==> config.mk <==
export PLATFORM = sky130hd
export DESIGN_NAME = bcd_counter
export DESIGN_NICKNAME = d
export VERILOG_FILES = /design/src/rtl/bcd_counter.sv
export SDC_FILE = /design/constraint.sdc
export NUM_CORES = 1
export LEC_CHECK = 0
export CORE_MARGIN = 1
export CORE_UTILIZATION = 55
export DETAILED_ROUTE_END_ITERATION = 10
export MAX_ROUTING_LAYER = met4
export PLACE_DENSITY_LB_ADDON = 0.25
export SLEW_MARGIN = 20
export SYNTH_ARGS = -nofsm -noshare
export SYNTH_HDL_FRONTEND = slang
export SYNTH_SLANG_ARGS = --single-unit
==> constraint.sdc <==
create_clock -name clk -period 4.1 [get_ports clk]
set_input_delay 0.82 -clock clk [delete_from_list [all_inputs] [get_ports clk]]
set_output_delay 0.82 -clock clk [all_outputs]
set_load 0.05 [all_outputs]
==> src/rtl/bcd_counter.sv <==
`default_nettype none
// ============================================================================
//  Module   : bcd_counter
//  Purpose  : Four-digit BCD up/down counter with tick prescaler, parallel
//             load with validity check, and leading-zero blanking for the
//             downstream seven-segment decoders (4'hF renders as blank).
//  Revision : 1.0 - initial release
// ============================================================================
module bcd_counter #(
  parameter int unsigned TICK_DIV = 1_000_000,
  parameter bit          LZB      = 1'b1
) (
  input  logic        clk,
  input  logic        rst_n,
  input  logic        en,
  input  logic        up,
  input  logic        clr,
  input  logic        ld,
  input  logic [15:0] ld_val,
  output logic [15:0] bcd,
  output logic [15:0] disp,
  output logic        tick,
  output logic        wrap,
  output logic        ld_err
);

  localparam int unsigned     PS_W    = 24;
  localparam logic [PS_W-1:0] PS_LAST = PS_W'(TICK_DIV - 1);

  logic [15:0]     bcd_q, bcd_d;
  logic [PS_W-1:0] psc_q, psc_d;
  logic            tick_q, tick_d;
  logic            wrap_q, wrap_d;
  logic            ld_err_q, ld_err_d;

  logic [15:0]     step_val;
  logic            step_wrap;
  logic            ripple;
  logic            ld_ok;

  // A load is accepted only if every nibble is a legal BCD digit.
  always_comb begin
    ld_ok = 1'b1;
    for (int k = 0; k < 4; k++) begin
      if (ld_val[4*k +: 4] > 4'd9) ld_ok = 1'b0;
    end
  end

  // Value after one step: ripple carry (up) or borrow (down) from digit 0.
  always_comb begin
    step_val = bcd_q;
    ripple   = 1'b1;
    for (int k = 0; k < 4; k++) begin
      if (ripple) begin
        if (up) begin
          if (bcd_q[4*k +: 4] == 4'd9) begin
            step_val[4*k +: 4] = 4'd0;
          end else begin
            step_val[4*k +: 4] = bcd_q[4*k +: 4] + 4'd1;
            ripple             = 1'b0;
          end
        end else begin
          if (bcd_q[4*k +: 4] == 4'd0) begin
            step_val[4*k +: 4] = 4'd9;
          end else begin
            step_val[4*k +: 4] = bcd_q[4*k +: 4] - 4'd1;
            ripple             = 1'b0;
          end
        end
      end
    end
    // A carry/borrow out of digit 3 means 9999->0000 or 0000->9999.
    step_wrap = ripple;
  end

  // Next-state selection: clr beats ld beats step beats hold.
  always_comb begin
    bcd_d    = bcd_q;
    psc_d    = psc_q;
    tick_d   = 1'b0;
    wrap_d   = 1'b0;
    ld_err_d = 1'b0;
    if (clr) begin
      bcd_d = 16'h0000;
      psc_d = '0;
    end else if (ld) begin
      if (ld_ok) begin
        bcd_d = ld_val;
        psc_d = '0;
      end else begin
        ld_err_d = 1'b1;
      end
    end else if (en) begin
      if (psc_q == PS_LAST) begin
        psc_d  = '0;
        bcd_d  = step_val;
        tick_d = 1'b1;
        wrap_d = step_wrap;
      end else begin
        psc_d = psc_q + {{(PS_W-1){1'b0}}, 1'b1};
      end
    end
  end

  // State and pulse registers, asynchronously cleared.
  always_ff @(posedge clk or negedge rst_n) begin
    if (!rst_n) begin
      bcd_q    <= 16'h0000;
      psc_q    <= '0;
      tick_q   <= 1'b0;
      wrap_q   <= 1'b0;
      ld_err_q <= 1'b0;
    end else begin
      bcd_q    <= bcd_d;
      psc_q    <= psc_d;
      tick_q   <= tick_d;
      wrap_q   <= wrap_d;
      ld_err_q <= ld_err_d;
    end
  end

  assign bcd    = bcd_q;
  assign tick   = tick_q;
  assign wrap   = wrap_q;
  assign ld_err = ld_err_q;

  generate
    if (LZB) begin : g_lzb
      logic zero_run;
      // Blank digits 3..1 while they and all higher digits are zero.
      always_comb begin
        disp     = bcd_q;
        zero_run = 1'b1;
        for (int k = 3; k >= 1; k--) begin
          zero_run = zero_run & (bcd_q[4*k +: 4] == 4'd0);
          if (zero_run) disp[4*k +: 4] = 4'hF;
        end
      end
    end else begin : g_no_lzb
      assign disp = bcd_q;
    end
  endgenerate

endmodule
`default_nettype wire

==> impl_metrics.csv, run 1 <==
group,metric,value,unit
outcome,run_status,"completed",
synthesis,post_synth_edffs,0,
die,design.die.area,0.00627,mm^2
power,vdd_ir_drop_max,0.000373,V
final_layout,layout_filler_cell_count,445,
final_layout,final_design_area_no_fill,0.00392,mm^2
final_layout,area_added_between_synthesis_and_finish,19.6,%
placement,hpwl_after_detailed_placement,5890,um
clock_network,clockRootBuffer,"sky130_fd_sc_hd__clkbuf_8",
clock_network,cts_tree,"built",
sta,tightest_slew,0.801,ns
placement,portBuffers,56,
clock_network,cts_resized,0,
clock_network,htree_levels,2,
die,design.core.area,0.00564,mm^2
critical_path,worstPathArrival,2.95,ns
synthesis,postSynthNetCount,430,
synthesis,async_flop_share,100,%
clock_network,cts.path.max_buffers,2,
synthesis,synth-seq-cells,43,
critical_path,timing.critical_path.required,3.28,ns
critical_path,worst_setup_end_kind,"output port",
sta,post-route-period-util,92.1,%
power,power_per_cell_area,392,mW/mm^2
synthesis,synth_top_cell_area_share,32.8,%
synthesis,synth.cells.most_frequent,"sky130_fd_sc_hd__dfrtp_1, sky130_fd_sc_hd__nand2_1, sky130_fd_sc_hd__o21ai_0",
synthesis,yosysWarningCount,0,
synthesis,synthesis.area,0.00328,mm^2
drt,avgRoutedWirePerCell,16.5,um
clock_network,clkSlewWorstSetupHoldPaths,0.08,ns
sta,max_freq,265,MHz
clock_network,cts.sink_count,43,
final_layout,ff_latch_area,0.00108,mm^2
clock_network,cts_made_buffers,5,
die,floorplan.initialDensity,58.1,%
clock_network,clock_latency,0.29,ns
synthesis,postSynth.topFlopCell,"sky130_fd_sc_hd__dfrtp_1",
drt,detailroute.via_count,3272,
synthesis,synth.distinct_cells,52,
drt,route.antenna.remaining_nets,0,
final_layout,multiInputGateArea,0.00201,mm^2
synthesis,synth_top_area_cell,"sky130_fd_sc_hd__dfrtp_1",
sta,slew_violations,0,
grt,grt_start_max_net_pins,44,
sta,maxSlewHeadroom,46.1,%
die,rows,27,
sta,setup_viol_count_final,0,
die,dieWidth,79.2,um
drt,vias_per_cell,6.48,
grt,grt_first_pass_wirelength,13900,um
sta,worst_case_clock_skew,0.00320,ns
grt,global_route.overflow_total,0,
run,drv.max_cap_violation_count,0,
drt,detail_route.iter0.violations,237,
final_layout,fin_nets,467,
grt,track_usage,28.4,%
final_layout,drive_above_1_share,7.39,%
grt,grt_antenna_before_repair,0,
placement,gpl.final_weighted_congestion,0.999,
final_layout,layout.core_utilization,69.5,%
sta,post-route-min-period,3.77,ns
final_layout,antenna_cells_inserted,0,
sta,rsz0062_at_grt,"false",
drt,drt_pre_antenna_iters,5,
critical_path,start_kind,"register",
synthesis,ys_top_cells_by_area,"sky130_fd_sc_hd__dfrtp_1, sky130_fd_sc_hd__mux2i_1, sky130_fd_sc_hd__ha_1, sky130_fd_sc_hd__o21ai_0, sky130_fd_sc_hd__a21oi_1",
min_path,worst_hold_path_type,"register to register",
clock_network,cts_hold_buffers,0,
critical_path,worstSetupPathType,"register to output port",
sta,finalSetupTns,0,ns
grt,first_global_vias,2994,
power,power_leakage,1.59,nW
synthesis,most_common_cell_in_the_netlist,"sky130_fd_sc_hd__dfrtp_1",
sta,timing.final.hold_violations,0,
die,pin_count,57,
placement,dpl-instance-area,0.00383,mm^2
drt,finalWirelength,8320,um
critical_path,path_max_fanout,9,
drt,drc,0,
synthesis,yosysSeqAreaShare,32.8,%
die,die_height,79.2,um
synthesis,synth_area_per_cell,8.30,um^2
clock_network,cts_setup_buffers,0,
synthesis,synthCells,395,
[flip-flops by register name, summed over array words and instances, names as in the netlist]
signal / cells
bcd: 16
ld_err: 1
psc_q: 24
tick: 1
wrap: 1
[critical path: stages, from the launching register on]
cell and delay [ns]:
sky130_fd_sc_hd__dfrtp_1 0.47, sky130_fd_sc_hd__inv_1 0.14, sky130_fd_sc_hd__ha_1 0.23, sky130_fd_sc_hd__nor3b_1 0.37
sky130_fd_sc_hd__nand2_1 0.21, sky130_fd_sc_hd__or2_2 0.37, sky130_fd_sc_hd__nand2b_1 0.08, sky130_fd_sc_hd__clkdlybuf4s50_1 0.80
[through the flow]
stage               worst slack [ns]  std cells  power, W  hold slack [ns]
floorplan                       1.02        395   0.00104            0.443
global placement               0.779        497   0.00126            0.455
detailed placement             0.695        497   0.00127            0.472
CTS                            0.352        505   0.00153            0.483
global route                   0.109        505   0.00161            0.499
finish                         0.325        505   0.00154            0.481
[final timing paths]
check                           depth (start not counted)                   from  slack, ns                     to
worst max-delay path                                    7     bcd[8]$_DFFE_PN0P_       0.33                disp[7]
worst min-delay path                                    1  psc_q[23]$_DFFE_PN0P_       0.48  psc_q[23]$_DFFE_PN0P_
worst max register to register                          7     bcd[0]$_DFFE_PN0P_       1.34    bcd[13]$_DFFE_PN0P_
worst min register to register                          1  psc_q[23]$_DFFE_PN0P_       0.48  psc_q[23]$_DFFE_PN0P_
max in group asynchronous                               1                  rst_n       3.20   psc_q[1]$_DFFE_PN0P_
min in group asynchronous                               1                  rst_n       0.50     bcd[5]$_DFFE_PN0P_
[layout make-up]
cell class                 instances  share of cell area, %
sequential                        43                   27.4
multi-input combinational        302                   51.2
tap                               72                   2.30
clock buffer                       6                   1.85
inverter                          20                   1.92
clock inverter                     2                  0.319
timing repair buffer              60                   15.0
[per-layer routing]
layer / GRT usage (%) / share of wire (%)
met2: 44.4 / 48
met1: 37.9 / 44
met4: 8.00 / 0.96
met5: - / 0
met3: 4.83 / 7.0
[cell families (layout without fill, tap and decap cells)]
logic type	Yosys count	in the layout	synth area share, %
AND/OR/NAND/NOR	154	154	25.7
AO/OA/AOI/OAI	106	106	21.0
buffers and inverters	50	88	6.18
flip-flops	43	43	32.8
multiplexers	27	27	8.78
adder cells (fa/ha/maj)	13	13	4.96
XOR/XNOR	2	2	0.534
[placed cells by master (no fill, tap or decap), types with 6 or more instances in the layout]
| cell type | n |
|---|---|
| sky130_fd_sc_hd__a21oi_1 | 26 |
| sky130_fd_sc_hd__nor3_1 | 11 |
| sky130_fd_sc_hd__o21ai_0 | 29 |
| sky130_fd_sc_hd__nor2_1 | 18 |
| sky130_fd_sc_hd__nand2_1 | 33 |
| sky130_fd_sc_hd__nand4_1 | 19 |
| sky130_fd_sc_hd__inv_1 | 20 |
| sky130_fd_sc_hd__a22oi_1 | 7 |
| sky130_fd_sc_hd__nand2b_1 | 7 |
| sky130_fd_sc_hd__nand3_1 | 26 |
| sky130_fd_sc_hd__and3_1 | 7 |
| sky130_fd_sc_hd__clkdlybuf4s50_1 | 55 |
| sky130_fd_sc_hd__ha_1 | 13 |
| sky130_fd_sc_hd__mux2_2 | 6 |
| sky130_fd_sc_hd__nor2b_1 | 7 |
| sky130_fd_sc_hd__dfrtp_1 | 43 |
| sky130_fd_sc_hd__mux2i_1 | 19 |
[report_power, final]
part / switching, W / internal [W]
sequential: 0.0000669 / 0.000451
combinational: 0.000475 / 0.000274
clock: 0.000150 / 0.000119
total: 0.000691 / 0.000844
No activity file was read; power rests on OpenSTA's default activity.
==> run 2, diff against run 1 <==
--- a/config.mk
+++ b/config.mk
@@ -5,7 +5,7 @@
 export SDC_FILE = /design/constraint.sdc
 export NUM_CORES = 1
 export LEC_CHECK = 0
-export CORE_MARGIN = 1
+export CORE_MARGIN = 8
 export CORE_UTILIZATION = 55
 export DETAILED_ROUTE_END_ITERATION = 10
 export MAX_ROUTING_LAYER = met4
==> run 2 against run 1 <==
  * Routed wire length up 5.2%
  * Combinational power up 0.5%
  * Maximum frequency up 0.67%
  * Flip-flop and latch count unchanged
  * Sequential share of layout area down 0.052 points
  * Final area up 0.19%
  * Register-to-register slack better by 0.07 ns
  * Total power about the same
  * Cell count up 0.79%
==> impl_metrics.csv, run 2 (synthesis results as in run 1) <==
group,metric,value,unit
drt,finalWirelength,8750,um
sta,finalSetupTns,0,ns
final_layout,largest_reg_flops,24,
drt,drc,0,
power,power_per_cell_area,391,mW/mm^2
placement,gpl.final_weighted_congestion,0.915,
critical_path,worst_setup_end_kind,"output port",
clock_network,cts_made_buffers,5,
critical_path,timing.critical_path.required,3.28,ns
sta,slew_violations,0,
grt,global_route.overflow_total,0,
sta,max_freq,267,MHz
run,drv.max_cap_violation_count,0,
critical_path,start_kind,"register",
clock_network,cts.sink_count,43,
final_layout,antenna_cells_inserted,0,
final_layout,area_added_between_synthesis_and_finish,19.8,%
die,floorplan.initialDensity,56.0,%
clock_network,cts_hold_buffers,0,
clock_network,clock_latency,0.29,ns
grt,grt_antenna_before_repair,0,
power,vdd_ir_drop_max,0.000334,V
drt,top_layer,"met4",
critical_path,path_max_fanout,8,
sta,worst_case_clock_skew,0.00560,ns
clock_network,cts_setup_buffers,0,
drt,drt_pre_antenna_iters,5,
drt,met3_wirelength,565,um
clock_network,clockRootBuffer,"sky130_fd_sc_hd__clkbuf_8",
grt,track_usage,20.9,%
critical_path,worstPathArrival,2.93,ns
drt,vias_per_cell,6.26,
sta,tightest_slew,0.810,ns
power,power_leakage,1.60,nW
critical_path,worstSetupPathType,"register to output port",
sta,timing.final.hold_violations,0,
final_layout,most_frequent_cells_in_the_layout,"sky130_fd_sc_hd__clkdlybuf4s50_1, sky130_fd_sc_hd__dfrtp_1, sky130_fd_sc_hd__nand2_1, sky130_fd_sc_hd__o21ai_0",
die,dieWidth,93.2,um
drt,route.met2.wl,4240,um
critical_path,cp.buffers_inverters,2,
clock_network,cts_tree,"built",
drt,met1Wirelength,3810,um
clock_network,cts_resized,0,
clock_network,htree_levels,2,
final_layout,fin_nets,468,
critical_path,worst_path_max_delay_cell,"sky130_fd_sc_hd__clkdlybuf4s50_1",
sta,rsz0062_at_grt,"false",
grt,grt_first_pass_wirelength,14700,um
die,rows,28,
clock_network,cts.path.max_buffers,2,
final_layout,layout.core_utilization,67.1,%
drt,route.antenna.remaining_nets,0,
die,design.die.area,0.00869,mm^2
final_layout,layout_filler_cell_count,497,
drt,detail_route.iter0.violations,237,
grt,first_global_vias,3061,
outcome,run_status,"completed",
placement,portBuffers,56,
critical_path,critical_path_max_stage_delay,0.80,ns
die,die_height,93.2,um
final_layout,drive_above_1_share,7.37,%
min_path,worst_hold_path_type,"register to register",
final_layout,mostFrequentLayoutCell,"sky130_fd_sc_hd__clkdlybuf4s50_1",
die,pin_count,57,
grt,grt_start_max_net_pins,44,
critical_path,worstPathCellList,"inv_1 -> ha_1 -> or3b_2 -> or2_2 -> nand2b_1 -> clkdlybuf4s50_1",
final_layout,top_register,"psc_q",
clock_network,clkSlewWorstSetupHoldPaths,0.08,ns
sta,post-route-period-util,91.5,%
drt,detailroute.via_count,3186,
sta,post-route-min-period,3.75,ns
die,design.core.area,0.00585,mm^2
sta,setup_viol_count_final,0,
critical_path,crit_family,"buffers and inverters",
placement,hpwl_after_detailed_placement,6360,um
sta,maxSlewHeadroom,45.5,%
drt,avgRoutedWirePerCell,17.2,um
==> run 2: cell types whose count changed in the layout (fill, tap and decap cells not counted) <==
cell	delta
sky130_fd_sc_hd__buf_4	+1
sky130_fd_sc_hd__clkbuf_1	+1
sky130_fd_sc_hd__clkinvlp_4	-1
==> run 2: worst paths after layout <==
path | startpoint | to | slack [ns] | cells after the start
hold / removal | psc_q[19]$_DFFE_PN0P_ | psc_q[19]$_DFFE_PN0P_ | 0.47 | 1
hold reg to reg | psc_q[19]$_DFFE_PN0P_ | psc_q[19]$_DFFE_PN0P_ | 0.47 | 1
max in group asynchronous | rst_n | psc_q[6]$_DFFE_PN0P_ | 3.17 | 1
setup / recovery | bcd[4]$_DFFE_PN0P_ | disp[7] | 0.35 | 6
setup reg to reg | bcd[0]$_DFFE_PN0P_ | bcd[15]$_DFFE_PN0P_ | 1.41 | 7
min in group asynchronous | rst_n | bcd[8]$_DFFE_PN0P_ | 0.51 | 1
==> run 2: layer usage <==
metal,vias up,track usage [%]
met5,-,-
met4,0,5.77
met3,14,4.09
met2,118,32.8
met1,1529,26.8
li1,1525,-
==> run 2: final cells by class <==
class / instances / area, um^2 / area share (%)
clock buffer: 7 / 76.3 / 1.94
clock inverter: 1 / 5.00 / 0.127
inverter: 20 / 75.1 / 1.91
multi-input combinational: 302 / 2010 / 51.1
sequential: 43 / 1080 / 27.4
tap: 75 / 93.8 / 2.39
timing repair buffer: 61 / 596 / 15.2
==> run 2: power by group <==
| part | leakage, nW | internal (W) | switching, W |
|---|---|---|---|
| logic | 0.972 | 0.000274 | 0.000478 |
| clock network | 0.0422 | 0.000120 | 0.000146 |
| registers | 0.585 | 0.000451 | 0.0000678 |
==> run 2: stage by stage <==
stage / worst slack, ns / total power (W) / hold WS, ns / instance area, um^2 / instances
after floorplan: 1.02 / 0.00104 / 0.443 / 3280 / 395
after global placement: 0.773 / 0.00126 / 0.457 / 3840 / 501
after detailed placement: 0.686 / 0.00127 / 0.467 / 3840 / 501
after CTS: 0.344 / 0.00154 / 0.476 / 3930 / 509
after global routing: 0.175 / 0.00162 / 0.498 / 3930 / 509
final: 0.350 / 0.00154 / 0.469 / 3930 / 509
